### config.mk
export PLATFORM = sky130hd
export DESIGN_NAME = name_display_sequencer_flat
export DESIGN_NICKNAME = d
export VERILOG_FILES = /design/src/rtl/name_display_sequencer_pkg.sv /design/src/rtl/name_display_sequencer_if.sv /design/src/rtl/name_display_sequencer_dwell_timer.sv /design/src/rtl/name_display_sequencer.sv /design/src/flat_wrapper.sv
export SDC_FILE = /design/constraint.sdc
export NUM_CORES = 1
export LEC_CHECK = 0
export BUFFER_PORTS_ARGS = -buffer_cell sky130_fd_sc_hd__clkbuf_2
export CORE_UTILIZATION = 54
export CTS_BUF_LIST = sky130_fd_sc_hd__clkbuf_16
export DETAILED_ROUTE_END_ITERATION = 12
export GPL_TIMING_DRIVEN = 0
export PLACE_DENSITY = 0.73
export RECOVER_POWER = 100
export SYNTH_ARGS = -nofsm -noshare
export SYNTH_HDL_FRONTEND = slang
export SYNTH_HIERARCHICAL = 1
export SYNTH_SLANG_ARGS = --single-unit
### constraint.sdc
create_clock -name i_clk -period 4.2 [get_ports i_clk]
set_input_delay 0.84 -clock i_clk [delete_from_list [all_inputs] [get_ports i_clk]]
set_output_delay 0.84 -clock i_clk [all_outputs]
set_load 0.005 [all_outputs]
### src/rtl/name_display_sequencer_pkg.sv
// Shared types and constants for the name-display digit sequencer.
package display_pkg;

  // Who currently owns the digit, or whether it is blanked between characters.
  typedef enum logic [1:0] {
    SHOW = 2'd0,
    GAP  = 2'd1,
    OVR  = 2'd2
  } state_e;

  localparam int unsigned CODE_W = 4;

  // Code loaded into the digit register when nothing meaningful is on display.
  localparam logic [CODE_W-1:0] BLANK_CODE = '0;

  // Bits needed for a counter whose largest value is max(a, b) - 1.
  function automatic int unsigned cnt_width(int unsigned a, int unsigned b);
    int unsigned m;
    m = (a > b) ? a : b;
    return (m < 2) ? 1 : $clog2(m);
  endfunction

endpackage

### src/rtl/name_display_sequencer_if.sv
// Override handshake between an external requester and the digit sequencer.
interface name_display_sequencer_if;

  logic                          ovr_req;
  logic [display_pkg::CODE_W-1:0] ovr_code;
  logic                          ovr_gnt;

  // Requester side.
  modport master (
    output ovr_req,
    output ovr_code,
    input  ovr_gnt
  );

  // Sequencer side.
  modport slave (
    input  ovr_req,
    input  ovr_code,
    output ovr_gnt
  );

endinterface

### src/rtl/name_display_sequencer_dwell_timer.sv
// Dwell/gap timer shared by the SHOW and GAP phases. Counts up to a
// caller-selected terminal value and holds there until cleared.
module dwell_timer #(
  parameter int unsigned Width = 4
) (
  input  logic             i_clk,
  input  logic             i_rst,
  input  logic             i_en,
  input  logic             i_clr,
  input  logic [Width-1:0] i_term,
  output logic             o_tc
);

  logic [Width-1:0] r_count;

  assign o_tc = (r_count == i_term);

  // Count while enabled; never step past the terminal value.
  always_ff @(posedge i_clk) begin
    if (i_rst) begin
      r_count <= '0;
    end else if (i_clr) begin
      r_count <= '0;
    end else if (i_en && !o_tc) begin
      r_count <= r_count + Width'(1);
    end
  end

endmodule

### src/rtl/name_display_sequencer.sv
// Seven-segment digit sequencer: steps through NUM_CHARS character codes at a
// programmable dwell rate, with pause/single-step, and yields the digit to an
// external override requester via a req/gnt handshake.
// Optional feature macro: BLANK_GAP_EN inserts a blank GAP_CYCLES interval
// after every advance; when undefined there is no GAP state and o_blank is 0.
module name_display_sequencer
  import display_pkg::*;
#(
  parameter int unsigned DWELL_CYCLES = 10_000_000,
  parameter int unsigned NUM_CHARS    = 8,
  parameter int unsigned GAP_CYCLES   = 1_000_000
) (
  input  logic                     i_clk,
  input  logic                     i_rst,
  input  logic                     i_run,
  input  logic                     i_step,
  name_display_sequencer_if.slave  io_ovr,
  output logic [CODE_W-1:0]        o_digit,
  output logic                     o_blank,
  output logic [3:0]               o_index,
  output logic                     o_wrap
);

  localparam int unsigned     CntW      = cnt_width(DWELL_CYCLES, GAP_CYCLES);
  localparam logic [CntW-1:0] DwellTerm = CntW'(DWELL_CYCLES - 1);
  localparam logic [3:0]      LastIdx   = 4'(NUM_CHARS - 1);

  state_e            r_state;
  state_e            r_resume;
  logic [3:0]        r_index;
  logic [CODE_W-1:0] r_digit;
  logic              r_blank;
  logic              r_gnt;
  logic              r_wrap;

  logic              w_tc;
  logic              w_cnt_en;
  logic              w_cnt_clr;
  logic              w_advance;
  logic              w_gap_done;
  logic [CntW-1:0]   w_term;
  logic [3:0]        w_next_index;

  assign w_next_index = (r_index == LastIdx) ? 4'd0 : r_index + 4'd1;

`ifdef BLANK_GAP_EN
  localparam logic [CntW-1:0] GapTerm = CntW'(GAP_CYCLES - 1);
  assign w_term = (r_state == GAP) ? GapTerm : DwellTerm;
`else
  assign w_term = DwellTerm;
`endif

  dwell_timer #(
    .Width (CntW)
  ) u_timer (
    .i_clk  (i_clk),
    .i_rst  (i_rst),
    .i_en   (w_cnt_en),
    .i_clr  (w_cnt_clr),
    .i_term (w_term),
    .o_tc   (w_tc)
  );

  // Timer control and advance decision; a pending override freezes everything.
  always_comb begin
    w_advance  = 1'b0;
    w_gap_done = 1'b0;
    w_cnt_en   = 1'b0;
    w_cnt_clr  = 1'b0;
    unique case (r_state)
      SHOW: begin
        if (!io_ovr.ovr_req) begin
          // step and terminal count together still give one advance
          if (i_step || (i_run && w_tc)) begin
            w_advance = 1'b1;
            w_cnt_clr = 1'b1;
          end else if (i_run) begin
            w_cnt_en = 1'b1;
          end
        end
      end
`ifdef BLANK_GAP_EN
      GAP: begin
        // gap runs regardless of i_run
        if (!io_ovr.ovr_req) begin
          if (w_tc) begin
            w_gap_done = 1'b1;
            w_cnt_clr  = 1'b1;
          end else begin
            w_cnt_en = 1'b1;
          end
        end
      end
`endif
      default: ;
    endcase
  end

  // Main FSM: owns index, resume state and all registered outputs.
  always_ff @(posedge i_clk) begin
    if (i_rst) begin
      r_state  <= SHOW;
      r_resume <= SHOW;
      r_index  <= 4'd0;
      r_digit  <= BLANK_CODE;
      r_blank  <= 1'b0;
      r_gnt    <= 1'b0;
      r_wrap   <= 1'b0;
    end else begin
      r_wrap <= 1'b0;
      unique case (r_state)
        OVR: begin
          if (io_ovr.ovr_req) begin
            r_digit <= io_ovr.ovr_code;
          end else begin
            r_state <= r_resume;
            r_gnt   <= 1'b0;
            r_digit <= r_index;
            r_blank <= (r_resume == GAP);
          end
        end
        default: begin
          // SHOW or GAP; override wins over advance and gap completion
          if (io_ovr.ovr_req) begin
            r_resume <= r_state;
            r_state  <= OVR;
            r_gnt    <= 1'b1;
            r_blank  <= 1'b0;
            r_digit  <= io_ovr.ovr_code;
          end else if (w_advance) begin
            r_index <= w_next_index;
            r_digit <= w_next_index;
            r_wrap  <= (r_index == LastIdx);
`ifdef BLANK_GAP_EN
            r_state <= GAP;
            r_blank <= 1'b1;
`endif
          end else if (w_gap_done) begin
            r_state <= SHOW;
            r_blank <= 1'b0;
          end
        end
      endcase
    end
  end

  assign io_ovr.ovr_gnt = r_gnt;
  assign o_digit        = r_digit;
  assign o_blank        = r_blank;
  assign o_index        = r_index;
  assign o_wrap         = r_wrap;

endmodule

### src/flat_wrapper.sv
// flat-port wrapper written by rule: the top's interface ports become plain ports
module name_display_sequencer_flat import display_pkg::*;
#(
  parameter int unsigned DWELL_CYCLES = 10_000_000,
  parameter int unsigned NUM_CHARS    = 8,
  parameter int unsigned GAP_CYCLES   = 1_000_000
)
  (i_clk, i_rst, i_run, i_step, o_digit, o_blank, o_index, o_wrap, io_ovr_ovr_req, io_ovr_ovr_code, io_ovr_ovr_gnt);
  name_display_sequencer_if io_ovr_i ();
  input  logic i_clk;
  input  logic i_rst;
  input  logic i_run;
  input  logic i_step;
  output logic [CODE_W-1:0] o_digit;
  output logic o_blank;
  output logic [3:0] o_index;
  output logic o_wrap;
  input wire logic [$bits(io_ovr_i.ovr_req)-1:0] io_ovr_ovr_req;
  input wire logic [$bits(io_ovr_i.ovr_code)-1:0] io_ovr_ovr_code;
  output wire logic [$bits(io_ovr_i.ovr_gnt)-1:0] io_ovr_ovr_gnt;
  assign io_ovr_i.ovr_req = io_ovr_ovr_req;
  assign io_ovr_i.ovr_code = io_ovr_ovr_code;
  assign io_ovr_ovr_gnt = io_ovr_i.ovr_gnt;
  name_display_sequencer #(.DWELL_CYCLES(DWELL_CYCLES), .NUM_CHARS(NUM_CHARS), .GAP_CYCLES(GAP_CYCLES)) u_core (.i_clk(i_clk), .i_rst(i_rst), .i_run(i_run), .i_step(i_step), .io_ovr(io_ovr_i), .o_digit(o_digit), .o_blank(o_blank), .o_index(o_index), .o_wrap(o_wrap));
endmodule
-- Word level (Yosys, flattened, before mapping)
Cells that the tools add are included.
- bits in registers: 39
- output and inout bits: 11
- multiplexer cells: 21
- add/sub/neg operators: 2
- bitwise operators: 3
- reduce and logical (&&, ||, !) cells: 11
- eq/ne operators: 5
- operators with widths (operator ; count):
    24-bit by 1-bit adder with 24-bit output, second input constant ; 1
    24-bit == test, second input constant ; 1
    4-bit 2-to-1 mux ; 5
    1-bit 2-to-1 mux ; 13
    2-bit 2-to-1 mux ; 3
    4-bit by 1-bit adder with 4-bit output, second input constant ; 1
    4-bit by 3-bit == test with 1-bit output, second input constant ; 1
    4-bit OR reduction ; 1
    1-bit NOT ; 3
    3-bit AND reduction ; 1
    3-bit nonzero test ; 1
    2-bit by 1-bit == test with 1-bit output, second input constant ; 1
    2-bit == test, second input constant ; 1
    1-bit logical AND ; 2
    2-bit zero test ; 1
    2-bit inequality test, second input constant ; 1
    2-bit AND reduction ; 1
    2-bit nonzero test ; 1
    2-bit OR reduction ; 1
    1-bit zero test ; 1
    1-bit logical OR ; 1

-- Longest topological paths before layout
- depth after elaboration: 9
- depth in mapped cells: 13

-- Cells and area by module
Netlist, hierarchy kept.
- by module, submodules not included (module ; cells each ; area each (um2) ; instances ; sequential area each (um2)):
    dwell_timer ; 180 ; 1483.9 ; 1 ; 480.5
    name_display_sequencer ; 92 ; 800.8 ; 1 ; 300.3

-- Least setup slack after synthesis
OpenSTA, ideal clock, no wires.
- path kind: input port to flip-flop
- start point: in io_ovr_ovr_req
- end point: reg u_core.u_timer.r_count[22]
- arrival time: 3.401 ns
- data required time: 4.130 ns
- setup time: 0.070 ns
- stages on the path: 8
- slack: 0.729 ns
- path buffers: 1
- cells stage by stage: buf_1 or4b_1 nor3_1 and4_1 nand2_1 a21oi_1 or4b_1 a21oi_1
- cells in the longest elaborated chain, start to end: 3
- ends and longest elaborated chain (item ; RTL line ; text):
    start, declared ; flat_wrapper.sv:18 ; input wire logic [$bits(io_ovr_i.ovr_req)-1:0] io_ovr_ovr_req;
    1-bit 2-to-1 mux ; name_display_sequencer.sv:72 ; if (!io_ovr.ovr_req) begin
    1-bit 2-to-1 mux ; name_display_sequencer.sv:70 ; unique case (r_state)
    net u_core.w_cnt_en ; name_display_sequencer.sv:37 ; logic w_cnt_en;
    1-bit logical AND ; name_display_sequencer_dwell_timer.sv:24 ; end else if (i_en && !o_tc) begin
    end signal, assigned ; name_display_sequencer_dwell_timer.sv:25 ; r_count <= r_count + Width'(1);
    end, declared ; name_display_sequencer_dwell_timer.sv:14 ; logic [Width-1:0] r_count;
The timed path passes the listed nets, and every way through them passes these cells.
A chain may end at the register's enable or synchronous reset.

-- Worst setup path after layout
- start point: reg u_core.u_timer.r_count[18]
- end point: reg u_core.u_timer.r_count[22]
- cells in the longest elaborated chain, start to end: 7
- ends and longest elaborated chain (item ; RTL line ; text):
    24-bit == test ; name_display_sequencer_dwell_timer.sv:16 ; assign o_tc = (r_count == i_term);
    net u_core.w_tc ; name_display_sequencer.sv:36 ; logic w_tc;
    1-bit logical AND ; name_display_sequencer.sv:74 ; if (i_step || (i_run && w_tc)) begin
    1-bit logical OR ; name_display_sequencer.sv:74 ;
    1-bit 2-to-1 mux ; name_display_sequencer.sv:74 ;
    1-bit 2-to-1 mux ; name_display_sequencer.sv:72 ;
    1-bit 2-to-1 mux ; name_display_sequencer.sv:70 ;
    net u_core.w_cnt_en ; name_display_sequencer.sv:37 ;
    1-bit logical AND ; name_display_sequencer_dwell_timer.sv:24 ;
The timed path passes the listed nets, and every way through them passes these cells.

==> summary.txt <==
Outcome
  • Outcome: completed

Worst setup path
  • CP endpoint: u_core/u_timer/r_count[22]
  • Critical Path RT: between 4 and 5 ns
  • FF-to-FF End: u_core/u_timer/r_count[22]
  • Register-to-register path setup slack: slightly below 0.4 ns
  • Critical path capture point type: register
  • Critical Path AT: 4.02 ns
  • Worst R2R Path Depth: 13
  • Path type of the worst setup path: reg -> reg
  • Setup crit start: u_core/u_timer/r_count[18]
  • Crit-path max cell delay: ~0.6 ns
  • CP max-delay cell: nor3_1
  • Crit start category: register
  • Reg2Reg Launch Point: u_core/u_timer/r_count[18]
  • Crit-path cells: buf_2 > xnor2_1 > nand4_1 > nor2_1 > and2_0 > buf_2 > or4b_1 > nor3_1 > and4_1 > nand2_1 > a21oi_2 > or4b_1 > a21oi_1
  • Worst-path fanout max: 11

Layout
  • Final #Nets: between 300 and 400
  • Fin area: 0.002689 mm^2
  • Area grow syn2layout: 17.69%
  • Layout cells sized above 1: a little under an eighth
  • ANT cells: 0

Synthesis
  • Cell area after synthesis: about 0.0023 mm^2
  • Most frequent cell after synthesis: dfxtp_1
  • EDFF count, synth: 0
  • Post-synthesis register bit count: 39
  • Async SR Flop Fraction: 0%
  • Yosys cell types: 58
  • Top cell type's share of synthesized area: 34.17%
  • Gate Count Post-Synth: 272
  • Primary FF master, synth: dfxtp_1
  • Seq/Total Area, Yosys: between 30 and 40%
  • Area contributors post-synth: dfxtp_1, xnor2_1, nor2_1, a21oi_1, nand2_1
  • Commonest cells post-synth: dfxtp_1, xnor2_1, nor2_1, nand2_1, a21oi_1
  • Synth area leader: dfxtp_1
  • Synth warn: 6
  • Post-synthesis area per instance: between 8 and 9 um^2

Timing
  • Max Slew Vio Count: 0
  • Final hold vios: 0
  • RSZ-0062 raised after global routing: no
  • Slew HR: between 40 and 50%
  • Count of final setup violators: 0
  • Worst Tran Pin Value: just under 0.8 ns
  • Final setup TNS: 0 ns
  • Fin Clk Skew: ~0.0035 ns
  • F_max: ~260 MHz
  • Crit path time final: between 3 and 4 ns
  • Fin crit share: approximately 91%
  • Final worst slack: ~0.39 ns

Power and ir drop
  • Power Density: 353.3 mW/mm^2
  • Clock power share: a little over half
  • Total Power: around 0.95 mW
  • Leakage: 1.021 nW
  • Switching power: just over 0.2 mW
  • Part of the power in combinational logic: under 10%
  • Reg power frac: ~40%
  • Cell internal pwr: 0.7456 mW
  • Switching share of power: a little over a fifth
  • Worst vdd ir: approximately 250 uV

Die
  • Die Wd: around 67 um
  • Core area: 0.004029 mm^2
  • Initial Util: approximately 57%
  • # rows: 23
  • Die ar.: between 0.004 and 0.005 mm^2
  • Die Y: approximately 67 um
  • I/O pin count: 20

Global route
  • Vias in the first global route: approximately 1.8k
  • Antenna violations before repair: 0
  • Total gr overflow: 0
  • Overall Global Routing Usage: 24.71%
  • Largest net degree at the start of global routing: 14
  • First-pass GRT wire length: 8266 um

Clock network
  • CTS root buffer: clkbuf_16
  • Clock Pin Slew Worst Setup and Hold Paths: 0.06 ns
  • H-tree levels: 2
  • CTS tree: built
  • CTS buffer count: 5
  • Max Buffers Root-to-Sink: 2
  • Hold bufs inserted after CTS: 0
  • Worst-Skew Late Latency: about 0.28 ns
  • Clock sink total: 39

Route
  • Metal3 WL: 165 um
  • Wl on met1: approximately 2300 um
  • Via density: 5.472
  • Vias: around 2.0k
  • Top sig layer: met4
  • Met2 Routed Length: 2462 um
  • Initial DRC Count: around 140
  • Routed WL per cell: about 13 um
  • Final antenna-violating net count: 0
  • Post-Route WL: 4998 um
  • First-pass iteration count of the detailed router: 4
  • Final routed DRC violation total: 0

Placed design
  • Routability cong.: 0.7906
  • # port buffers: 19
  • Area after DPL: approximately 0.0025 mm^2
  • Place WS: ~0.039 ns
  • Estimated wirelength of the detail-placed design: about 3600 um

Hold path
  • Worst hold path class: reg -> reg

Flow run
  • Max-Cap Viols: 0
## stage by stage
stage,hold slack [ns],instances,utilization [%]
2_1_floorplan,0.4483,294,-
3_3_place_gp,0.4390,363,62.67
3_5_place_dp,0.4458,363,62.67
4_1_cts,0.4608,371,67.45
5_1_grt,0.4795,371,66.74
6_report,0.4580,371,66.74
## flip-flops by register name, summed over array words and instances (netlist names)
signal and flops:
u_core/o_wrap 1, u_core/u_timer/r_count 24, u_core/o_digit 4, u_core/o_blank 1
u_core/o_index 4, u_core/r_resume 2, u_core/r_state 2, u_core/io_ovr.ovr_gnt 1
## worst min path at each step
| stage | depth (start not counted) | slack (ns) | endpoint | start |
|---|---|---|---|---|
| floorplan | 2 | 0.45 | u_core/o_digit[1] | u_core/o_digit[1] |
| global placement | 2 | 0.44 | u_core/o_digit[2] | u_core/o_digit[2] |
| detailed placement | 2 | 0.45 | u_core/o_digit[0] | u_core/o_digit[0] |
| CTS | 2 | 0.46 | u_core/o_digit[0] | u_core/o_digit[0] |
| global route | 2 | 0.48 | u_core/o_digit[2] | u_core/o_digit[2] |
| finish | 2 | 0.46 | u_core/o_digit[0] | u_core/o_digit[0] |
## power groups by stage
stage | clock (mW) | sequential [mW] | combinational [mW]
after floorplan | 0 | 0.389 | 0.0555
after global placement | 0 | 0.390 | 0.0770
after detailed placement | 0 | 0.389 | 0.0775
after CTS | 0.501 | 0.381 | 0.0778
after global routing | 0.517 | 0.382 | 0.0823
final | 0.495 | 0.381 | 0.0732
## cells in the final DEF (no fill, tap or decap), types with 3 or more instances in the layout
cell type / instances
and3_1: 4
conb_1: 24
nand2_1: 26
clkbuf_2: 14
a31o_2: 4
clkbuf_1: 12
xnor2_1: 36
inv_1: 6
nor4_1: 3
or3_1: 3
mux2i_1: 4
a211oi_1: 8
nor2_1: 32
and4_1: 3
a21oi_1: 19
nand3_1: 8
ha_1: 3
clkbuf_16: 5
nor3_1: 3
a31oi_1: 3
dfxtp_1: 39
nand2b_1: 5
nand4_1: 11
## logic make-up after synthesis
logic type | share of synthesized area, %
compound gates | 16.65
xor+xnor | 14.18
fa+ha+maj | 1.643
buf+inv | 4.217
flops | 34.17
mux | 1.753
other cells | 0.3287
simple gates | 27.05
## cell type report
class,count,area (um^2)
sequential,39,780.7
timing repair buffer,19,88.84
clock inverter,3,67.56
buffer,12,66.31
inverter,6,22.52
multi-input combinational,237,1475
fill,362,1340
tap,50,62.56
clock buffer,5,125.1
## routing by layer
metal  up-vias  track usage [%]
li1       1046                -
met1       947            29.41
met2        30            42.00
met3         7            5.993
met4         0            9.574
met5         -                0
## critical path: cells and delay by family (launching register included)
kind / cells / cell delay, ns
simple gates: 8 / 2.40
flops: 1 / 0.30
xor+xnor: 1 / 0.10
buf+inv: 2 / 0.37
compound gates: 2 / 0.57
## timing repair
item,in CTS,in global routing
resized for setup,0,1
setup endpoints to repair,0,5
buffers inserted,0,0
endpoints found under the hold margin,0,0
(Power assumes the default switching activity.)
